File: src/rtl/hv_count_sequencer.sv
// Horizontal/vertical count sequencer clocked on a fast drive clock; the pixel
// clock is sampled as data and its falling edge advances the counters.
module hv_count_sequencer #(
  parameter int H_TOTAL      = 455,
  parameter int V_TOTAL      = 262,
  parameter int HBLANK_START = 384,
  parameter int HBLANK_END   = 8,
  parameter int HSYNC_START  = 400,
  parameter int HSYNC_END    = 432,
  parameter int VBLANK_START = 248,
  parameter int VBLANK_END   = 8,
  parameter int VSYNC_START  = 252,
  parameter int VSYNC_END    = 256
) (
  input  logic       CLK_DRV,
  input  logic       RESET_N,
  input  logic       CLK_N,
  input  logic       RUN,
  output logic [8:0] HCNT,
  output logic [8:0] VCNT,
  output logic       HRESET,
  output logic       VRESET,
  output logic       FRAME_START,
  output logic       HBLANK,
  output logic       HSYNC,
  output logic       VBLANK,
  output logic       VSYNC
);

  if (H_TOTAL < 2 || H_TOTAL > 512) begin : g_bad_h_total
    $error("hv_count_sequencer: H_TOTAL out of range 2..512");
  end
  if (V_TOTAL < 2 || V_TOTAL > 512) begin : g_bad_v_total
    $error("hv_count_sequencer: V_TOTAL out of range 2..512");
  end
  if (HBLANK_START > H_TOTAL || HBLANK_END > H_TOTAL ||
      HSYNC_START > H_TOTAL || HSYNC_END > H_TOTAL) begin : g_bad_h_window
    $error("hv_count_sequencer: horizontal window bound exceeds H_TOTAL");
  end
  if (VBLANK_START > V_TOTAL || VBLANK_END > V_TOTAL ||
      VSYNC_START > V_TOTAL || VSYNC_END > V_TOTAL) begin : g_bad_v_window
    $error("hv_count_sequencer: vertical window bound exceeds V_TOTAL");
  end

  localparam logic [8:0] H_LAST = 9'(H_TOTAL - 1);
  localparam logic [8:0] V_LAST = 9'(V_TOTAL - 1);
  localparam logic [9:0] HB_S = 10'(HBLANK_START);
  localparam logic [9:0] HB_E = 10'(HBLANK_END);
  localparam logic [9:0] HS_S = 10'(HSYNC_START);
  localparam logic [9:0] HS_E = 10'(HSYNC_END);
  localparam logic [9:0] VB_S = 10'(VBLANK_START);
  localparam logic [9:0] VB_E = 10'(VBLANK_END);
  localparam logic [9:0] VS_S = 10'(VSYNC_START);
  localparam logic [9:0] VS_E = 10'(VSYNC_END);

  // START > END means the window wraps through count 0; START == END is never active.
  function automatic logic in_window(input logic [8:0] c, input logic [9:0] s,
                                     input logic [9:0] e);
    logic [9:0] c10;
    c10 = {1'b0, c};
    if (s < e)      return (c10 >= s) && (c10 < e);
    else if (s > e) return (c10 >= s) || (c10 < e);
    else            return 1'b0;
  endfunction

  logic       clk_n_p1;
  logic       fall_p0;
  logic       step_p0;
  logic [8:0] hcnt_nxt;
  logic [8:0] vcnt_nxt;
  logic       hwrap_p0;
  logic       vwrap_p0;

  // Stage 0: pixel-clock fall detect and next-count decode
  always_comb begin
    fall_p0  = clk_n_p1 & ~CLK_N;
    step_p0  = fall_p0 & RUN;
    hcnt_nxt = HCNT;
    vcnt_nxt = VCNT;
    hwrap_p0 = 1'b0;
    vwrap_p0 = 1'b0;
    if (step_p0) begin
      if (HCNT == H_LAST) begin
        hcnt_nxt = 9'd0;
        hwrap_p0 = 1'b1;
        if (VCNT == V_LAST) begin
          vcnt_nxt = 9'd0;
          vwrap_p0 = 1'b1;
        end else begin
          vcnt_nxt = VCNT + 9'd1;
        end
      end else begin
        hcnt_nxt = HCNT + 9'd1;
      end
    end
  end

  // Stage 1: counters, pulses and windows all registered from the next counts
  always_ff @(posedge CLK_DRV or negedge RESET_N) begin
    if (!RESET_N) begin
      clk_n_p1    <= 1'b0;
      HCNT        <= 9'd0;
      VCNT        <= 9'd0;
      HRESET      <= 1'b0;
      VRESET      <= 1'b0;
      FRAME_START <= 1'b0;
      HBLANK      <= in_window(9'd0, HB_S, HB_E);
      HSYNC       <= in_window(9'd0, HS_S, HS_E);
      VBLANK      <= in_window(9'd0, VB_S, VB_E);
      VSYNC       <= in_window(9'd0, VS_S, VS_E);
    end else begin
      clk_n_p1    <= CLK_N;
      HCNT        <= hcnt_nxt;
      VCNT        <= vcnt_nxt;
      HRESET      <= hwrap_p0;
      VRESET      <= vwrap_p0;
      FRAME_START <= vwrap_p0;
      HBLANK      <= in_window(hcnt_nxt, HB_S, HB_E);
      HSYNC       <= in_window(hcnt_nxt, HS_S, HS_E);
      VBLANK      <= in_window(vcnt_nxt, VB_S, VB_E);
      VSYNC       <= in_window(vcnt_nxt, VS_S, VS_E);
    end
  end

endmodule

File: config.mk
export PLATFORM = sky130hd
export DESIGN_NAME = hv_count_sequencer
export DESIGN_NICKNAME = d
export VERILOG_FILES = /design/src/rtl/hv_count_sequencer.sv
export SDC_FILE = /design/constraint.sdc
export NUM_CORES = 1
export LEC_CHECK = 0
export BUFFER_PORTS_ARGS = -buffer_cell sky130_fd_sc_hd__buf_4
export CAP_MARGIN = 25
export CORE_MARGIN = 3
export CORE_UTILIZATION = 45
export CTS_CLUSTER_DIAMETER = 80
export DETAILED_ROUTE_END_ITERATION = 7
export PLACE_DENSITY = 0.71
export SYNTH_ARGS = -nofsm -noshare
export SYNTH_HDL_FRONTEND = slang
export SYNTH_SLANG_ARGS = --single-unit
File: constraint.sdc
create_clock -name CLK_DRV -period 3.6 [get_ports CLK_DRV]
set_clock_uncertainty 0.05 [all_clocks]
set_input_delay 0.36 -clock CLK_DRV [delete_from_list [all_inputs] [get_ports CLK_DRV]]
set_output_delay 0.36 -clock CLK_DRV [all_outputs]
set_load 0.03 [all_outputs]
==> metrics.yaml, run 1 <==
cts_tree: "done"
startpoint_type: "flip-flop"
max_slew.worst_pin.slew_ns: 0.475
p_int_mw: 0.402
vias: 999
antenna_found_initial: 0
wl_mm: 2.70
synth_most_common_cell: "dfrtp_1"
power_frac_seq: 0.555
clock_latency_ns: 0.32
async_flop_share: 1.00
postSynthAreaPerCell_um2: 10.9
critPathRequiredTime_ns: 3.82
synth_top_family_by_area: "simple AND/OR/NAND/NOR gates"
synthXorXnorAreaFrac: 0.0716
grt_overflow: 0
max_slew_margin: 0.679
synth_seq_area_share: 0.485
cts_htree_levels: 1
reg2reg_slack_ns: 0.79
power.density_mw_per_mm2: 396
synth-simple-area-share: 0.262
leakage_nw: 0.767
synth_top_area_share: 0.445
hold_violations: 0
post_drt_wl_per_cell_um: 15.2
combPwrFrac: 0.232
hpwl_mm: 2.04
power_mw: 0.612
setup_viol: 0
max_freq_mhz: 356
cts.sink_count: 25
ff2ff_path_depth: 6
clkPwrFrac: 0.213
layout-drive-gt1-share: 0.297
holdPathStages: 1
switching_power_mw: 0.211
ios: 29
synthTopCellsByCount: "dfrtp_1 (23), nand2_1 (11)"
arrival_ns: 3.03
synthAdderAreaFrac: 0.0387
use_met1: 0.240
place_area_mm2: 0.00150
n_fill_cell: 230
finalCritPeriodShare: 0.781
n_antenna_cell: 0
drc: 0
p_sw_frac: 0.344
num-nets-final: 157
grt_pass1_wl_mm: 4.64
area_growth_pct: 19.3
die_y_um: 59.6
grt_most_used_layer: "met2"
design_area_mm2: 0.00154
synthMuxAreaShare: 0.0232
yosys_warnings: 0
cts_buffers: 3
num_rows: 18
first_pass_iters: 4
irDropWorstVdd_v: 0.000332
dieArea_mm2: 0.00355
ys_types: 41
first_global_vias: 992
r2r_start: "HCNT[3]"
grtUsageMet2: 0.273
hold_path_startpoint: "CLK_N"
worst-setup-path-type: "flip-flop to flip-flop"
drt_iter0_drc: 39
clk_pin_slew_ns: 0.15
ant_nets: 0
layout_min_cycle_time_ns: 2.81
status: "complete, no violations"
syn-num-nets: 127
max-cap-violations: 0
dieWidth_um: 59.6
met3_usage: 0.0327
port_buffers: 28
synth-seq-cells: 25
synth-main-ff-cell: "dfrtp_1"
synth_cells: 119
hold_path.class: "input pin to flip-flop"
cts_root_buf: "clkbuf_4"
cts_buffer_depth: 2
netlist_area_mm2: 0.00129
gp_congestion: 0.777
grt_util_all_layers: 0.172
synth_edf_count: 0
synthTopCellsByArea: "dfrtp_1 (44%), dfstp_2 (4.1%), ha_1 (3.9%), nand2_1 (3.2%), xnor2_2 (2.5%)"
yosys.area.top_type: "dfrtp_1"
hold_path_end: "clk_n_p1"
r2r_end: "VBLANK"
finalSetupTns_ns: 0
synth-compound-area-share: 0.0687
crit_fanout: 8
viasPerCell: 5.61
worstSetupEndpointType: "flip-flop"
rsz0062_at_grt: "no"
slew_violations: 0
initial_core_util: 0.495
core_mm2: 0.00261
post-cts-setup-buffers: 0
grt_max_degree: 26
-- stage by stage --
step / hold slack (ns) / util / std cells / setup WS, ns
after floorplan: 0.0144 / - / 119 / 0.849
after global placement: 0.234 / 0.576 / 173 / 0.878
after detailed placement: 0.236 / 0.576 / 173 / 0.823
after CTS: 0.0976 / 0.591 / 178 / 0.772
after global routing: 0.0924 / 0.591 / 178 / 0.636
final: 0.104 / 0.591 / 178 / 0.789
-- worst max-delay path by stage --
stage | from | end | slack (ns)
2_1_floorplan | HCNT[3] | VBLANK | 0.85
3_3_place_gp | HCNT[3] | VBLANK | 0.88
3_5_place_dp | HCNT[3] | VBLANK | 0.82
4_1_cts | HCNT[3] | VBLANK | 0.77
5_1_grt | HCNT[3] | VBLANK | 0.64
6_report | HCNT[3] | VBLANK | 0.79
-- layer usage --
| layer | wire, µm | up-vias |
|---|---|---|
| met2 | 1320 | 33 |
| met4 | 15 | 0 |
| met1 | 1190 | 484 |
| met5 | 0 | - |
| met3 | 182 | 2 |
| li1 | - | 480 |
-- power groups by stage --
stage | Clock, mW | Sequential, mW | Combinational, mW
floorplan | 0 | 0.384 | 0.0396
global placement | 0 | 0.343 | 0.138
detailed placement | 0 | 0.345 | 0.143
CTS | 0.135 | 0.340 | 0.144
global route | 0.145 | 0.345 | 0.154
finish | 0.131 | 0.340 | 0.142
-- registers in the layout, summed over array words and instances, names as in the netlist --
signal       flops
clk_n_p1         1
HCNT             9
FRAME_START      1
VCNT             9
HBLANK           1
VBLANK           1
HSYNC            1
HRESET           1
VSYNC            1
-- worst max-delay path, cell delays in order (launching register included) --
cell	delay (ns)
dfrtp_1	0.47
or4b_4	0.57
or3_1	0.54
nor4b_4	0.37
xor2_2	0.13
or4_1	0.53
nand3b_1	0.10
-- cells in the final DEF, fill, tap and decap left out, types with 4 or more instances in the layout --
cell and count:
buf_4 28, dfrtp_1 23, nand2_1 11, nor2_1 5, o21ai_0 5, inv_1 5, nand3_1 5, nor3_1 5
nand4_1 4, or3_1 4, ha_1 4
-- final cells by class --
class,instances,area [µm²],area share
inverters,6,27.5,0.0178
clock buffers,3,22.5,0.0146
multi-input cells,84,601,0.389
clock inverters,1,7.51,0.00486
flip-flops and latches,25,628,0.407
repair buffers,29,220,0.143
well taps,30,37.5,0.0243
-- logic make-up (layout without fill, tap and decap cells) --
logic type,count (synthesis),in the layout
buffers and inverters,10,39
xor gates and xnor gates,8,8
DFF,25,25
adders and majority gates,4,4
and+or+nand+nor,54,54
AOI/OAI and AO/OA,15,15
muxes,3,3
-- repair_timing --
action | in CTS | in global routing
endpoints found under the setup margin | 0 | 0
hold buffers | 1 | 0
resized for setup | 0 | 0
hold endpoints to repair | 23 | 0
Power figures use the tool's default switching activity.
==> run 2: changes to the inputs <==
--- a/config.mk
+++ b/config.mk
@@ -11,7 +11,7 @@
 export CORE_UTILIZATION = 45
 export CTS_CLUSTER_DIAMETER = 80
 export DETAILED_ROUTE_END_ITERATION = 7
-export PLACE_DENSITY = 0.71
+export PLACE_DENSITY = 0.74
 export SYNTH_ARGS = -nofsm -noshare
 export SYNTH_HDL_FRONTEND = slang
 export SYNTH_SLANG_ARGS = --single-unit
==> constraint.sdc (replaced) <==
create_clock -name CLK_DRV -period 2.32 [get_ports CLK_DRV]
set_clock_uncertainty 0.05 [all_clocks]
set_input_delay 0.232 -clock CLK_DRV [delete_from_list [all_inputs] [get_ports CLK_DRV]]
set_output_delay 0.232 -clock CLK_DRV [all_outputs]
set_load 0.03 [all_outputs]
==> run 2 against run 1 <==
  * The flow now finishes with violations (setup timing)
  * Sequential power grew 45%
  * Final area grew 19%
  * Core utilization grew 11 points
  * Critical endpoint unchanged
  * Largest cell class is now multi-input gates
==> metrics.yaml, run 2 (synthesized netlist as in run 1, its figures left out) <==
status: "finished, violations left"
violations: "setup timing"
rsz0062_at_grt: "yes"
place_ws_ns: -0.250  # -1.07 ns
reg2reg_slack_ns: -0.11  # -0.90 ns
first_global_vias: 1076  # +8.5%
cts.sink_count: 25  # unchanged
worstSetupEndpointType: "flip-flop"
vias: 1140  # +14%
slew_violations: 0  # unchanged
clock_latency_ns: 0.32  # about the same
critPathMaxStageDelay_ns: 0.54  # -0.03 ns
hpwl_mm: 2.23  # +9.3%
max_slew.worst_pin.slew_ns: 0.444  # -0.0312 ns
layout_min_cycle_time_ns: 2.43  # -0.377 ns
dieArea_mm2: 0.00355  # unchanged
gp_congestion: 0.842  # +8.4%
worst-setup-path-type: "flip-flop to flip-flop"
grt_util_all_layers: 0.194  # +0.0216
max_freq_mhz: 411  # +15%
grt_pass1_wl_mm: 5.00  # +7.9%
utilization: 0.703  # +0.112
first_pass_iters: 4  # unchanged
layout-drive-gt1-share: 0.443  # +0.146
setup_ws_ns: -0.114  # -0.903 ns
cts_root_buf: "clkbuf_4"
initial_core_util: 0.495  # unchanged
path_buf_inv: 1  # +1
drt_iter0_drc: 55  # +41%
critPathRequiredTime_ns: 2.54  # -1.28 ns
post_drt_wl_per_cell_um: 15.1  # -0.63%
cp_top_family: "simple AND/OR/NAND/NOR gates"
mostFrequentLayoutCells: "buf_4 (52), dfrtp_1 (21), nand2_1 (11)"
leakage_nw: 0.947  # +23%
cts_buffer_depth: 2  # unchanged
n_fill_cell: 192  # -17%
ant_nets: 0  # unchanged
grt_overflow: 0  # unchanged
crit_slowest_cell: "or4b_4"
wl_mm: 3.11  # +15%
finalSetupTns_ns: -0.175  # -0.175 ns
reg_top3: "HCNT: 9 flops, VCNT: 9 flops"
power_mw: 1.01  # +65%
antenna_found_initial: 0  # unchanged
die_y_um: 59.6  # unchanged
num_rows: 18  # unchanged
grt_max_degree: 26  # unchanged
crit_path_cell_trace: "or4b_4 > buf_6 > nor4_4 > mux2i_1 > nand2_1 > or4_1 > nand3b_1"
n_antenna_cell: 0  # unchanged
startpoint_type: "flip-flop"
viasPerCell: 5.53  # -1.4%
power.density_mw_per_mm2: 549  # +38%
port_buffers: 28  # unchanged
clk_pin_slew_ns: 0.13  # -0.02 ns
area_growth_pct: 41.9
cts_tree: "done"
drc: 0  # unchanged
layout_commonest_cell: "buf_4"
cts_htree_levels: 1  # unchanged
hold_slack_ns: 0.273  # +0.169 ns
hold_violations: 0  # unchanged
arrival_ns: 2.65  # -0.38 ns
core_mm2: 0.00261  # unchanged
max_slew_margin: 0.700  # +0.0211
setup_viol: 3  # +3
irDropWorstVdd_v: 0.000533  # +61%
dieWidth_um: 59.6  # unchanged
crit_fanout: 3  # -5
num-nets-final: 185  # +18%
finalCritPeriodShare: 1.05  # +0.268
cts_buffers: 3  # unchanged
max-cap-violations: 0  # unchanged
hold_path.class: "input pin to asynchronous set/reset pin"
ios: 29  # unchanged
run 2: what timing repair did:
item,in CTS,in global routing
endpoints found under the setup margin,3,3
pin swaps,10,9
setup buffers,6,0
gates cloned,0,0
hold buffers,2,0
gates resized for setup,9,3
endpoints found under the hold margin,24,0
run 2: cell type report:
| type | instances | area, µm² | area share |
|---|---|---|---|
| multi-input cells | 84 | 661 | 0.360 |
| flip-flops and latches | 25 | 631 | 0.344 |
| repair buffers | 57 | 453 | 0.247 |
| well taps | 30 | 37.5 | 0.0204 |
| inverters | 6 | 27.5 | 0.0150 |
| clock buffers | 4 | 26.3 | 0.0143 |
run 2: through the flow:
step | cell area (µm²) | cells
after floorplan | 1300 | 119
after global placement | 1660 | 194
after detailed placement | 1660 | 194
after CTS | 1820 | 206
after global routing | 1840 | 206
final | 1840 | 206
run 2: per-layer routing:
layer | track usage | vias to the layer above | wire [µm]
met4 | 0.0949 | 0 | 76
met2 | 0.296 | 36 | 1480
met5 | 0 | - | 0
met3 | 0.0261 | 6 | 169
met1 | 0.269 | 556 | 1380
li1 | - | 542 | -
run 2: where the power goes:
part	switching [mW]	total [mW]	internal (mW)
Combinational	0.185	0.320	0.135
Clock	0.127	0.195	0.0674
Sequential	0.0178	0.493	0.475
run 2: path summary, 6_finish.rpt:
kind	to	from	cells after the start
hold / removal	HCNT[2]	RESET_N	2
min in group CLK_DRV	HCNT[2]	CLK_N	4
setup reg to reg	VBLANK	HCNT[3]	7
setup / recovery	VBLANK	HCNT[3]	7
max in group asynchronous	VBLANK	RESET_N	2
hold reg to reg	VSYNC	VCNT[8]	1
run 2: worst reg2reg max path: cells and delay by family, from the launching register on:
kind / cells / cell delay, ns
buffers and inverters: 1 / 0.15
DFF: 1 / 0.42
and+or+nand+nor: 5 / 1.49
muxes: 1 / 0.27
==> run 3: changes to the inputs <==
--- a/config.mk
+++ b/config.mk
@@ -5,13 +5,14 @@
 export SDC_FILE = /design/constraint.sdc
 export NUM_CORES = 1
 export LEC_CHECK = 0
+export ABC_AREA = 1
 export BUFFER_PORTS_ARGS = -buffer_cell sky130_fd_sc_hd__buf_4
 export CAP_MARGIN = 25
 export CORE_MARGIN = 3
 export CORE_UTILIZATION = 45
 export CTS_CLUSTER_DIAMETER = 80
 export DETAILED_ROUTE_END_ITERATION = 7
-export PLACE_DENSITY = 0.74
+export PLACE_DENSITY = 0.73
 export SYNTH_ARGS = -nofsm -noshare
 export SYNTH_HDL_FRONTEND = slang
 export SYNTH_SLANG_ARGS = --single-unit
==> run 3 against run 2 <==
  * The flow now finishes without violations
  * Setup slack improved by 0.55 ns
  * Final area fell by 4.1%
  * Count of clock-buffer cells in the layout down 1
  * Maximum frequency up 29%
  * Wire length shrank 9.6%
  * Critical path type unchanged
==> metrics.yaml, run 3 <==
status: "complete, no violations"
finalSetupTns_ns: 0  # +0.175 ns
power.density_mw_per_mm2: 634  # +15%
synth_top_area_share: 0.390  # -0.0550
cts_htree_levels: 1  # unchanged
place_ws_ns: 0.480  # +0.730 ns
reg_top3: "HCNT: 9 flops, VCNT: 9 flops"
max-cap-violations: 0  # unchanged
layout-drive-gt1-share: 0.240  # -0.203
rsz0062_at_grt: "no"
crit_path_cell_trace: "inv_1 > ha_1 > nand2_1 > nor2_1 > nand3_4 > inv_1 > o21ai_1 > nand2_1 > nand3_1 > nor2_1 > nor2_1 > nand2_1"
grt_util_all_layers: 0.153  # -0.0411
synth_cells: 194  # +63%
cts_buffer_depth: 2  # unchanged
ant_nets: 0  # unchanged
path_buf_inv: 2  # +1
synth_most_common_cell: "nand2_1"
cts_root_buf: "clkbuf_4"
cts_buffers: 3  # unchanged
dieArea_mm2: 0.00400  # +13%
clk_pin_slew_ns: 0.13  # about the same
critPathRequiredTime_ns: 2.54  # about the same
max_slew.worst_pin.slew_ns: 0.313  # -0.131 ns
leakage_nw: 0.987  # +4.3%
cts_tree: "done"
drc: 0  # unchanged
port_buffers: 28  # unchanged
grt_pass1_wl_mm: 5.06  # +1.2%
syn-num-nets: 202  # +59%
hold_path.class: "input pin to flip-flop"
use_met1: 0.223  # -0.0460
yosys_warnings: 0  # unchanged
grt_most_used_layer: "met2"
antenna_found_initial: 0  # unchanged
irDropWorstVdd_v: 0.000350  # -34%
worst-setup-path-type: "flip-flop to flip-flop"
post-cts-setup-buffers: 0  # -6
async_flop_share: 1.00  # unchanged
cp.depth: 12  # +5
core_mm2: 0.00310  # +19%
setup_ws_ns: 0.437  # +0.550 ns
startpoint: "HCNT[0]"
area_growth_pct: 19.2
grtUsageMet2: 0.237  # -0.0593
setup_viol: 0  # -3
cts_resized: 0  # -9
ctsHoldBuffers: 1  # -1
clock_latency_ns: 0.32  # about the same
dieWidth_um: 63.3  # +6.1%
layout_commonest_cell: "nand2_1"
first_global_vias: 1157  # +7.5%
wl_mm: 2.81  # -9.6%
first_pass_iters: 4  # unchanged
postSynthAreaPerCell_um2: 7.61  # -30%
synth-seq-cells: 25  # unchanged
layout_min_cycle_time_ns: 1.88  # -0.550 ns
design_area_mm2: 0.00176  # -4.1%
synthTopCellsByArea: "dfrtp_1 (39%), nand2_1 (12%), inv_1 (8.6%), nand3_1 (5.8%), nor2_1 (5.6%)"
slew_violations: 0  # unchanged
n_antenna_cell: 0  # unchanged
met3_usage: 0.0214  # -0.00475
arrival_ns: 2.11  # -0.54 ns
viasPerCell: 4.74  # -14%
mostFrequentLayoutCells: "nand2_1 (49), inv_1 (34), buf_4 (28)"
ff2ff_path_depth: 12  # +5
max_slew_margin: 0.791  # +0.0914
holdPathStages: 1
synth-main-ff-cell: "dfrtp_1"
startpoint_type: "flip-flop"
yosys.area.top_type: "dfrtp_1"
reg2reg_slack_ns: 0.44  # +0.55 ns
r2r_start: "HCNT[0]"
ys_types: 30  # -27%
place_area_mm2: 0.00172  # +3.5%
cp_top_family: "simple AND/OR/NAND/NOR gates"
synth_edf_count: 0  # unchanged
worstSetupEndpointType: "flip-flop"
n_fill_cell: 299  # +56%
r2r_end: "VBLANK"
num_rows: 20  # +2
hpwl_mm: 2.22  # -0.65%
netlist_area_mm2: 0.00148  # +14%
gp_congestion: 0.865  # +2.7%
ios: 29  # unchanged
post_drt_wl_per_cell_um: 10.4  # -31%
crit_slowest_cell: "dfrtp_1"
synth_seq_area_share: 0.425  # -0.0601
synthTopCellsByCount: "nand2_1 (49), inv_1 (34), dfrtp_1 (23), nor2_1 (22), nand3_1 (17)"
hold_slack_ns: 0.0148  # -0.258 ns
hold_violations: 0  # unchanged
cts.sink_count: 25  # unchanged
cp-endpoint: "VBLANK"
finalCritPeriodShare: 0.812  # -0.237
initial_core_util: 0.476  # -0.0194
die_y_um: 63.3  # +6.1%
max_freq_mhz: 531  # +29%
crit_fanout: 12  # +9
grt_overflow: 0  # unchanged
grt_max_degree: 26  # unchanged
num-nets-final: 234  # +26%
drt_iter0_drc: 31  # -44%
vias: 1274  # +12%
critPathMaxStageDelay_ns: 0.44  # -0.10 ns
run 3: cell count changes after synthesis, moves of 5 or more:
cell / change
inv_1: +29
inv_2: +5
nand2_1: +38
nand3_1: +12
nor2_1: +17
run 3: routing by layer:
layer,share of wire,up-vias
li1,-,660
met3,0.044,5
met2,0.43,35
met4,0.014,0
met1,0.51,574
met5,0,-
run 3: cell families after synthesis:
| family | after synthesis | share of synthesized area |
|---|---|---|
| buffers and inverters | 41 | 0.112 |
| adders and majority gates | 4 | 0.0339 |
| DFF | 25 | 0.425 |
| xor gates and xnor gates | 3 | 0.0178 |
| and+or+nand+nor | 107 | 0.357 |
| AOI/OAI and AO/OA | 14 | 0.0542 |
run 3: worst min-delay path by stage:
stage	start	to	slack, ns
after floorplan	RESET_N	FRAME_START	-0.11
after global placement	RESET_N	VCNT[5]	0.10
after detailed placement	RESET_N	FRAME_START	0.11
after CTS	CLK_N	clk_n_p1	0.004
after global routing	CLK_N	clk_n_p1	0.004
final	CLK_N	clk_n_p1	0.01
run 3: report_power, final:
group          internal [mW]  total [mW]  leakage (nW)  switching (mW)
clock network         0.0646       0.193        0.0177           0.128
registers              0.487       0.565         0.287          0.0774
logic                  0.126       0.359         0.682           0.233
run 3: stage by stage:
step	cells	power, mW	utilization
2_1_floorplan	194	0.793	-
3_3_place_gp	264	0.928	0.555
3_5_place_dp	264	0.934	0.555
4_1_cts	269	1.13	0.567
5_1_grt	269	1.19	0.567
6_report	269	1.12	0.567
run 3: cell type report:
class	count	area, µm²	area share
inverters	39	146	0.0832
multi-input cells	128	683	0.388
clock buffers	3	22.5	0.0128
flip-flops and latches	25	628	0.357
repair buffers	29	220	0.125
well taps	44	55.1	0.0313
clock inverters	1	5.00	0.00284
run 3: worst register-to-register path: cells and delay by family (launching register included):
family                   cells  cell delay (ns)
flip-flops                   1             0.44
AND/OR/NAND/NOR              8             0.78
AO/OA/AOI/OAI                1             0.10
buffers and inverters        2             0.33
adder cells (fa/ha/maj)      1             0.15
